<file path="src/rtl/seq_pkg.sv">
// Shared types and defaults for the bit-stream front end and recognisers.
package seq_pkg;

    typedef enum logic {
        IDLE  = 1'b0,
        SHIFT = 1'b1
    } ser_state_t;

    localparam int unsigned SER_WIDTH_DEF    = 8;
    localparam logic        SER_IDLE_BIT_DEF = 1'b0;

endpackage

</file>
<file path="src/rtl/ser_hold_reg.sv">
// One-entry valid/ready holding register with bypass to the load source.
module ser_hold_reg #(
    parameter int unsigned WIDTH = 8
) (
    input  logic             clk,
    input  logic             rst,
    input  logic [WIDTH-1:0] in_data_i,
    input  logic             in_valid_i,
    output logic             in_ready_o,
    input  logic             load_i,
    output logic             src_valid_o,
    output logic [WIDTH-1:0] src_data_o,
    output logic             full_o
);

    logic [WIDTH-1:0] hold_q, hold_d;
    logic             full_q, full_d;
    logic             accept;

    // Handshake and load-source selection: a stored word always wins over bypass.
    always_comb begin
        in_ready_o  = !full_q && !rst;
        accept      = in_valid_i && in_ready_o;
        src_valid_o = full_q || accept;
        src_data_o  = full_q ? hold_q : in_data_i;
        full_o      = full_q;
    end

    // Next state: drain on load, capture an accepted word that cannot be bypassed.
    always_comb begin
        hold_d = hold_q;
        full_d = full_q;
        if (load_i && full_q) begin
            full_d = 1'b0;
        end else if (accept && !load_i) begin
            full_d = 1'b1;
            hold_d = in_data_i;
        end
    end

    // Holding register; reset discards any stored word.
    always_ff @(posedge clk) begin
        if (rst) begin
            hold_q <= '0;
            full_q <= 1'b0;
        end else begin
            hold_q <= hold_d;
            full_q <= full_d;
        end
    end

endmodule

</file>
<file path="src/rtl/bit_serializer.sv">
// Parallel-to-serial front end: WIDTH-bit words in, one registered bit per clock out.
module bit_serializer
    import seq_pkg::*;
#(
    parameter int unsigned WIDTH     = SER_WIDTH_DEF,
    parameter bit          MSB_FIRST = 1'b1,
    parameter logic        IDLE_BIT  = SER_IDLE_BIT_DEF
) (
    input  logic             clk,
    input  logic             rst,
    input  logic [WIDTH-1:0] in_data,
    input  logic             in_valid,
    output logic             in_ready,
    output logic             x_out,
    output logic             bit_valid,
    output logic             word_start,
    output logic             busy
);

    localparam int unsigned     CNT_W = $clog2(WIDTH);
    localparam logic [CNT_W-1:0] LAST = CNT_W'(WIDTH - 1);

    ser_state_t       state_q, state_d;
    logic [WIDTH-1:0] sr_q, sr_d;
    logic [CNT_W-1:0] cnt_q, cnt_d;
    logic             x_out_q, x_out_d;
    logic             bit_valid_q, bit_valid_d;
    logic             word_start_q, word_start_d;

    logic             load_evt;
    logic             src_valid;
    logic [WIDTH-1:0] src_data;
    logic             hold_full;

    function automatic logic out_bit(input logic [WIDTH-1:0] v);
        return MSB_FIRST ? v[WIDTH-1] : v[0];
    endfunction

    function automatic logic [WIDTH-1:0] shift_on(input logic [WIDTH-1:0] v);
        return MSB_FIRST ? {v[WIDTH-2:0], 1'b0} : {1'b0, v[WIDTH-1:1]};
    endfunction

    ser_hold_reg #(.WIDTH(WIDTH)) u_hold (
        .clk        (clk),
        .rst        (rst),
        .in_data_i  (in_data),
        .in_valid_i (in_valid),
        .in_ready_o (in_ready),
        .load_i     (load_evt),
        .src_valid_o(src_valid),
        .src_data_o (src_data),
        .full_o     (hold_full)
    );

    // A new word may enter the shifter when idle or while the last bit is on the line.
    always_comb begin
        load_evt = (state_q == IDLE) || (cnt_q == LAST);
    end

    // FSM next state. The output bit is registered, so on load bit 0 goes straight
    // to x_out and sr keeps only the remaining bits, pre-shifted.
    always_comb begin
        state_d      = state_q;
        sr_d         = sr_q;
        cnt_d        = cnt_q;
        x_out_d      = IDLE_BIT;
        bit_valid_d  = 1'b0;
        word_start_d = 1'b0;
        if (load_evt) begin
            cnt_d = '0;
            if (src_valid) begin
                state_d      = SHIFT;
                x_out_d      = out_bit(src_data);
                sr_d         = shift_on(src_data);
                bit_valid_d  = 1'b1;
                word_start_d = 1'b1;
            end else begin
                state_d = IDLE;
            end
        end else begin
            cnt_d       = cnt_q + 1'b1;
            x_out_d     = out_bit(sr_q);
            sr_d        = shift_on(sr_q);
            bit_valid_d = 1'b1;
        end
    end

    // State, shifter and registered serial outputs.
    always_ff @(posedge clk) begin
        if (rst) begin
            state_q      <= IDLE;
            sr_q         <= '0;
            cnt_q        <= '0;
            x_out_q      <= IDLE_BIT;
            bit_valid_q  <= 1'b0;
            word_start_q <= 1'b0;
        end else begin
            state_q      <= state_d;
            sr_q         <= sr_d;
            cnt_q        <= cnt_d;
            x_out_q      <= x_out_d;
            bit_valid_q  <= bit_valid_d;
            word_start_q <= word_start_d;
        end
    end

    // Output mapping.
    always_comb begin
        x_out      = x_out_q;
        bit_valid  = bit_valid_q;
        word_start = word_start_q;
        busy       = (state_q == SHIFT) || hold_full;
    end

endmodule

</file>
<file path="config.mk">
export PLATFORM = sky130hd
export DESIGN_NAME = bit_serializer
export DESIGN_NICKNAME = d
export VERILOG_FILES = /design/src/rtl/seq_pkg.sv /design/src/rtl/ser_hold_reg.sv /design/src/rtl/bit_serializer.sv
export SDC_FILE = /design/constraint.sdc
export NUM_CORES = 1
export LEC_CHECK = 0
export CORE_UTILIZATION = 40
export DETAILED_ROUTE_END_ITERATION = 8
export DONT_BUFFER_PORTS = 1
export PLACE_DENSITY = 0.52
export SLEW_MARGIN = 20
export SYNTH_ARGS = -nofsm -noshare
export SYNTH_HDL_FRONTEND = slang
export SYNTH_SLANG_ARGS = --single-unit
export TNS_END_PERCENT = 20
</file>
<file path="constraint.sdc">
create_clock -name clk -period 1.6 [get_ports clk]
set_input_delay 0.16 -clock clk [delete_from_list [all_inputs] [get_ports clk]]
set_output_delay 0.16 -clock clk [all_outputs]
set_load 0.005 [all_outputs]
</file>
Word level (Yosys, flattened, before mapping) --
Cells that the tools add are included. W data, S select, Z words.
Storage, ports and cells: word-level logic and storage cells 35, bits in latches 0, RAM bits 0, memories kept 0, register bits after elaboration 23, bits in read-only memories 0
Operators by class: bitwise logic cells 3, add/sub/neg operators 1, multiplexer cells 7, eq/ne operators 2, magnitude comparators 0, shifts and indexed selects 0, reductions and logical operators 14, div/mod/pow operators 0, multiply operators 0
Operators by type and width (number):
- $mux W8 | 3
- $reduce_or A2 Y1 | 3
- $logic_and A1 B1 Y1 | 4
- $mux W1 | 4
- $add A3 B1 Y3 const B | 1
- $eq A3 B3 Y1 const B | 1
- $logic_not A1 Y1 | 3
- $logic_or A1 B1 Y1 | 3
- $not A1 Y1 | 3
- $ne A2 B2 Y1 const B | 1
- $reduce_and A2 Y1 | 1

Longest topological paths before layout --
depth after elaboration 6, mapped depth 7, mapped depth without buffers 5

Cells and area by module --
From an unflattened synthesis, not the netlist that was laid out.
Second synthesis, totals: cell total of the unflattened synthesis 103, area total of the unflattened synthesis 1127.3 µm²
By module, submodules not included:
- bit_serializer | times used 1, seq. area each 280.3 µm², area each 599.3 µm², cells each 52
- ser_hold_reg | times used 1, seq. area each 180.2 µm², area each 528.0 µm², cells each 51

Worst setup path before layout --
Ideal clock, no wire load.
kind flip-flop to flip-flop, from reg cnt_q[0], to reg sr_q[3], cell stages (with the launch flop) 7, setup slack 0.168 ns, clock period less this slack 1.432 ns, required time 1.465 ns, arrival 1.297 ns, cell sequence dfxtp_1 > ha_1 > ha_1 > nor2b_2 > buf_6 > a2111oi_0 > nor4_1
On the way: longest elaborated chain between the ends 3, elaborated cells between the ends (all ways) 4
Ends and longest elaborated chain:
- start: declaration | line bit_serializer.sv:25 | logic [CNT_W-1:0] cnt_q, cnt_d;
- start signal: assignment | line bit_serializer.sv:100 | cnt_q <= cnt_d;
- $eq A3 B3 Y1 (*) | line bit_serializer.sv:57 | load_evt = (state_q == IDLE) || (cnt_q == LAST);
- $logic_or A1 B1 Y1 (*) | line bit_serializer.sv:57
- $ne A2 B2 Y1 (no line) or $mux W8 (tied branches)
- end signal: assignment | line bit_serializer.sv:99 | sr_q <= sr_d;
- end: declaration | line bit_serializer.sv:24 | logic [WIDTH-1:0] sr_q, sr_d;
Every way passes the cells marked *; elsewhere a longest branch is shown, timed or not. A chain may end at the register's enable or synchronous reset.

Worst setup path after layout --
from reg cnt_q[0], to reg sr_q[6]
Same word-level chain as after synthesis.

==> results.py <==
metrics = {
    "timing": {
        "max_freq_mhz": 645.3,
        "slew_headroom_pct": 73.04,
        "period_minus_slack_ns": 1.550,
        "post-route-period-util_pct": 96.85,
        "setup_violations": 0,
        "layout_setup_ws_ns": 0.05043,
        "worst_slew_pin_slew_ns": 0.4030,
        "fin_worst_skew_ns": 0.002006,
        "slew_violations": 0,
        "hold_violations": 13,
        "grt_setup_unrepaired": "yes",
        "finalHoldWorstSlack_ns": -0.09579,
    },
    "floorplanning": {
        "die_w_um": 53.41,
        "core_area_mm2": 0.002477,
        "ioPinCount": 16,
        "fp.dieH_um": 53.41,
        "dieArea_mm2": 0.002853,
        "start_util_pct": 42.68,
        "num_rows": 18,
    },
    "global_route": {
        "antenna_found_initial": 0,
        "grt_overflow_total": 0,
        "grt_max_degree": 18,
        "grt_pass1_vias": 845,
        "grt_usage_pct": 20.45,
        "grt_pass1_wl_um": 4029,
    },
    "worst_setup_path": {
        "cp.required_ns": 1.80,
        "end_kind": "flip-flop",
        "cp_num_buf_inv": 1,
        "crit_path_max_incr_delay_ns": 0.38,
        "crit_type": "reg2reg",
        "cp_data_arrival_time_ns": 1.75,
        "worst_setup_path_start_kind": "flip-flop",
        "critPathSlowestCell": "a2111oi_0",
        "worstPathCellList": "ha_1 -> ha_2 -> nor2b_2 -> buf_12 -> a2111oi_0 -> nor4_1",
        "crit_cells": 6,
        "cp_max_fo": 13,
        "crit_family": "compound AO/OA/AOI/OAI gates",
        "reg2regPathDepth": 6,
    },
    "final_layout": {
        "fillers": 258,
        "layout.nets": 136,
        "instances_no_fill": 152,
        "final_common_cell": "dfxtp_1",
        "syn_to_final_growth_pct": 14.56,
        "ff_latch_area_um2": 460.4,
        "multi_input_area_um2": 535.5,
        "drive_gt1_share_pct": 15.57,
        "antenna-diode-count": 0,
        "mostFrequentLayoutCells": "dfxtp_1, nor2_1, nand2_1, dlygate4sd3_1",
    },
    "placed_design": {
        "place_inst": 139,
        "place_ws_ns": 0.01815,
        "gp_congestion": 0.6734,
        "io_buffers": 0,
        "hpwl_um": 1537,
    },
    "synth": {
        "synth_area_per_cell_um2": 9.356,
        "synth_fp_nets": 126,
        "yosys-top-cells-area": "dfxtp_1, o211ai_1, nor3b_1",
        "syn_inst": 113,
        "ys_seq_elements": 23,
        "syn_area_mm2": 0.001057,
        "synth_top_area_share_pct": 43.55,
        "synth_top_area_cell": "dfxtp_1",
        "yosys_warnings": 0,
        "seq_area_frac_synth_pct": 43.55,
        "netlist-cell-type-count": 30,
    },
    "clocking": {
        "clkSinkCount": 23,
        "clkTransAtPathRegs_ns": 0.12,
        "cts.path.max_buffers": 2,
        "hold_buffers": 9,
        "cts_max_level": 1,
        "cts_root_buf": "clkbuf_4",
        "cts_setup_buffers": 0,
        "cts_buffers": 3,
        "cts_tree": "done",
        "clkLatencyLatePin_ns": 0.31,
    },
    "detailed_routing": {
        "dr.pass1.iters": 4,
        "wl_um": 2376,
        "routed_via_density": 5.763,
        "final_antenna_net_count": 0,
        "post_drt_wl_per_cell_um": 15.63,
        "vias": 876,
        "drt_iter0_markers": 7,
        "drc_errors": 0,
    },
    "outcome": {
        "status": "finished with violations",
        "violations": "hold timing",
    },
    "power_and_ir_drop": {
        "pwr_density_cell_mw_per_mm2": 873.6,
        "leakagePower_uw": 0.0004990,
        "ir_drop_mv": 0.6448,
        "p_total_uw": 1058,
    },
    "flow_run": {
        "cap_viol_max_count": 0,
    },
    "min_path": {
        "hold_depth": 1,
        "hp-class": "in2reg",
    },
}
per-stage QoR:
| step | utilization, % | TNS [ns] | cell area (um^2) |
|---|---|---|---|
| after CTS | 48.23 | 0 | 1195 |
| after floorplan | - | 0 | 1057 |
| after global placement | 43.54 | 0 | 1079 |
| after global routing | 48.89 | -0.08864 | 1211 |
| after detailed placement | 43.54 | 0 | 1079 |
| final | 48.89 | 0 | 1211 |
layer usage:
| layer | vias to the layer above | track usage [%] | wire length [um] |
|---|---|---|---|
| li1 | 434 | - | - |
| met1 | 421 | 24.35 | 1096 |
| met2 | 17 | 35.00 | 1171 |
| met3 | 4 | 6.897 | 88 |
| met4 | 0 | 4.386 | 20 |
| met5 | - | 0 | 0 |
logic make-up after synthesis:
logic type               Yosys count  synth area share, %
AND/OR/NAND/NOR                   57                31.84
flip-flops                        23                43.55
AO/OA/AOI/OAI                     20                14.91
buffers and inverters             11                7.337
adder cells (fa/ha/maj)            2                2.366
state kept, by name, indices dropped and copies added (netlist names):
name	count
word_start	1
cnt_q	3
u_hold.hold_q	8
sr_q	7
x_out	1
bit_valid	1
state_q	1
u_hold.full_o	1
layout make-up:
class	count	area share [%]
sequential	23	38.02
clock buffer	4	2.169
timing repair buffer	15	12.19
tap	30	3.099
inverter	1	0.3099
multi-input combinational	79	44.21
where the power goes:
part | internal, uW | switching, uW
Clock | 97.3 | 172
Combinational | 83.0 | 76.3
Sequential | 609 | 19.8
Total | 790 | 268
timing repair:
item                                    4_1_cts  5_1_grt
endpoints found under the setup margin        0       14
hold endpoints to repair                     21       13
resized for setup                             0        6
synth_stat cells:
cell type / instances
a2111oi_0: 5
ha_1: 2
buf_1: 1
a211oi_1: 1
nand3b_1: 1
dfxtp_1: 23
buf_2: 4
a211oi_2: 1
nor2b_1: 1
buf_12: 1
o211ai_1: 8
nor4_1: 6
a21oi_1: 3
and3_2: 2
buf_6: 2
nand3_1: 8
clkinv_1: 1
or2b_1: 1
a211o_1: 1
nor4b_4: 1
nand2_1: 9
nor3_1: 3
nor3b_1: 6
clkbuf_1: 2
nor2b_2: 1
and2b_1: 5
nor2_1: 11
nand3b_2: 1
or2_2: 1
a2111oi_1: 1
path summary, 6_finish.rpt:
path                               start   endpoint  slack, ns
worst max register to register  cnt_q[0]    sr_q[6]       0.05
worst min-delay path                 rst  bit_valid       -0.1
worst min register to register  cnt_q[0]   cnt_q[0]       0.44
worst max-delay path            cnt_q[0]    sr_q[6]       0.05
Power figures use the tool's default switching activity.
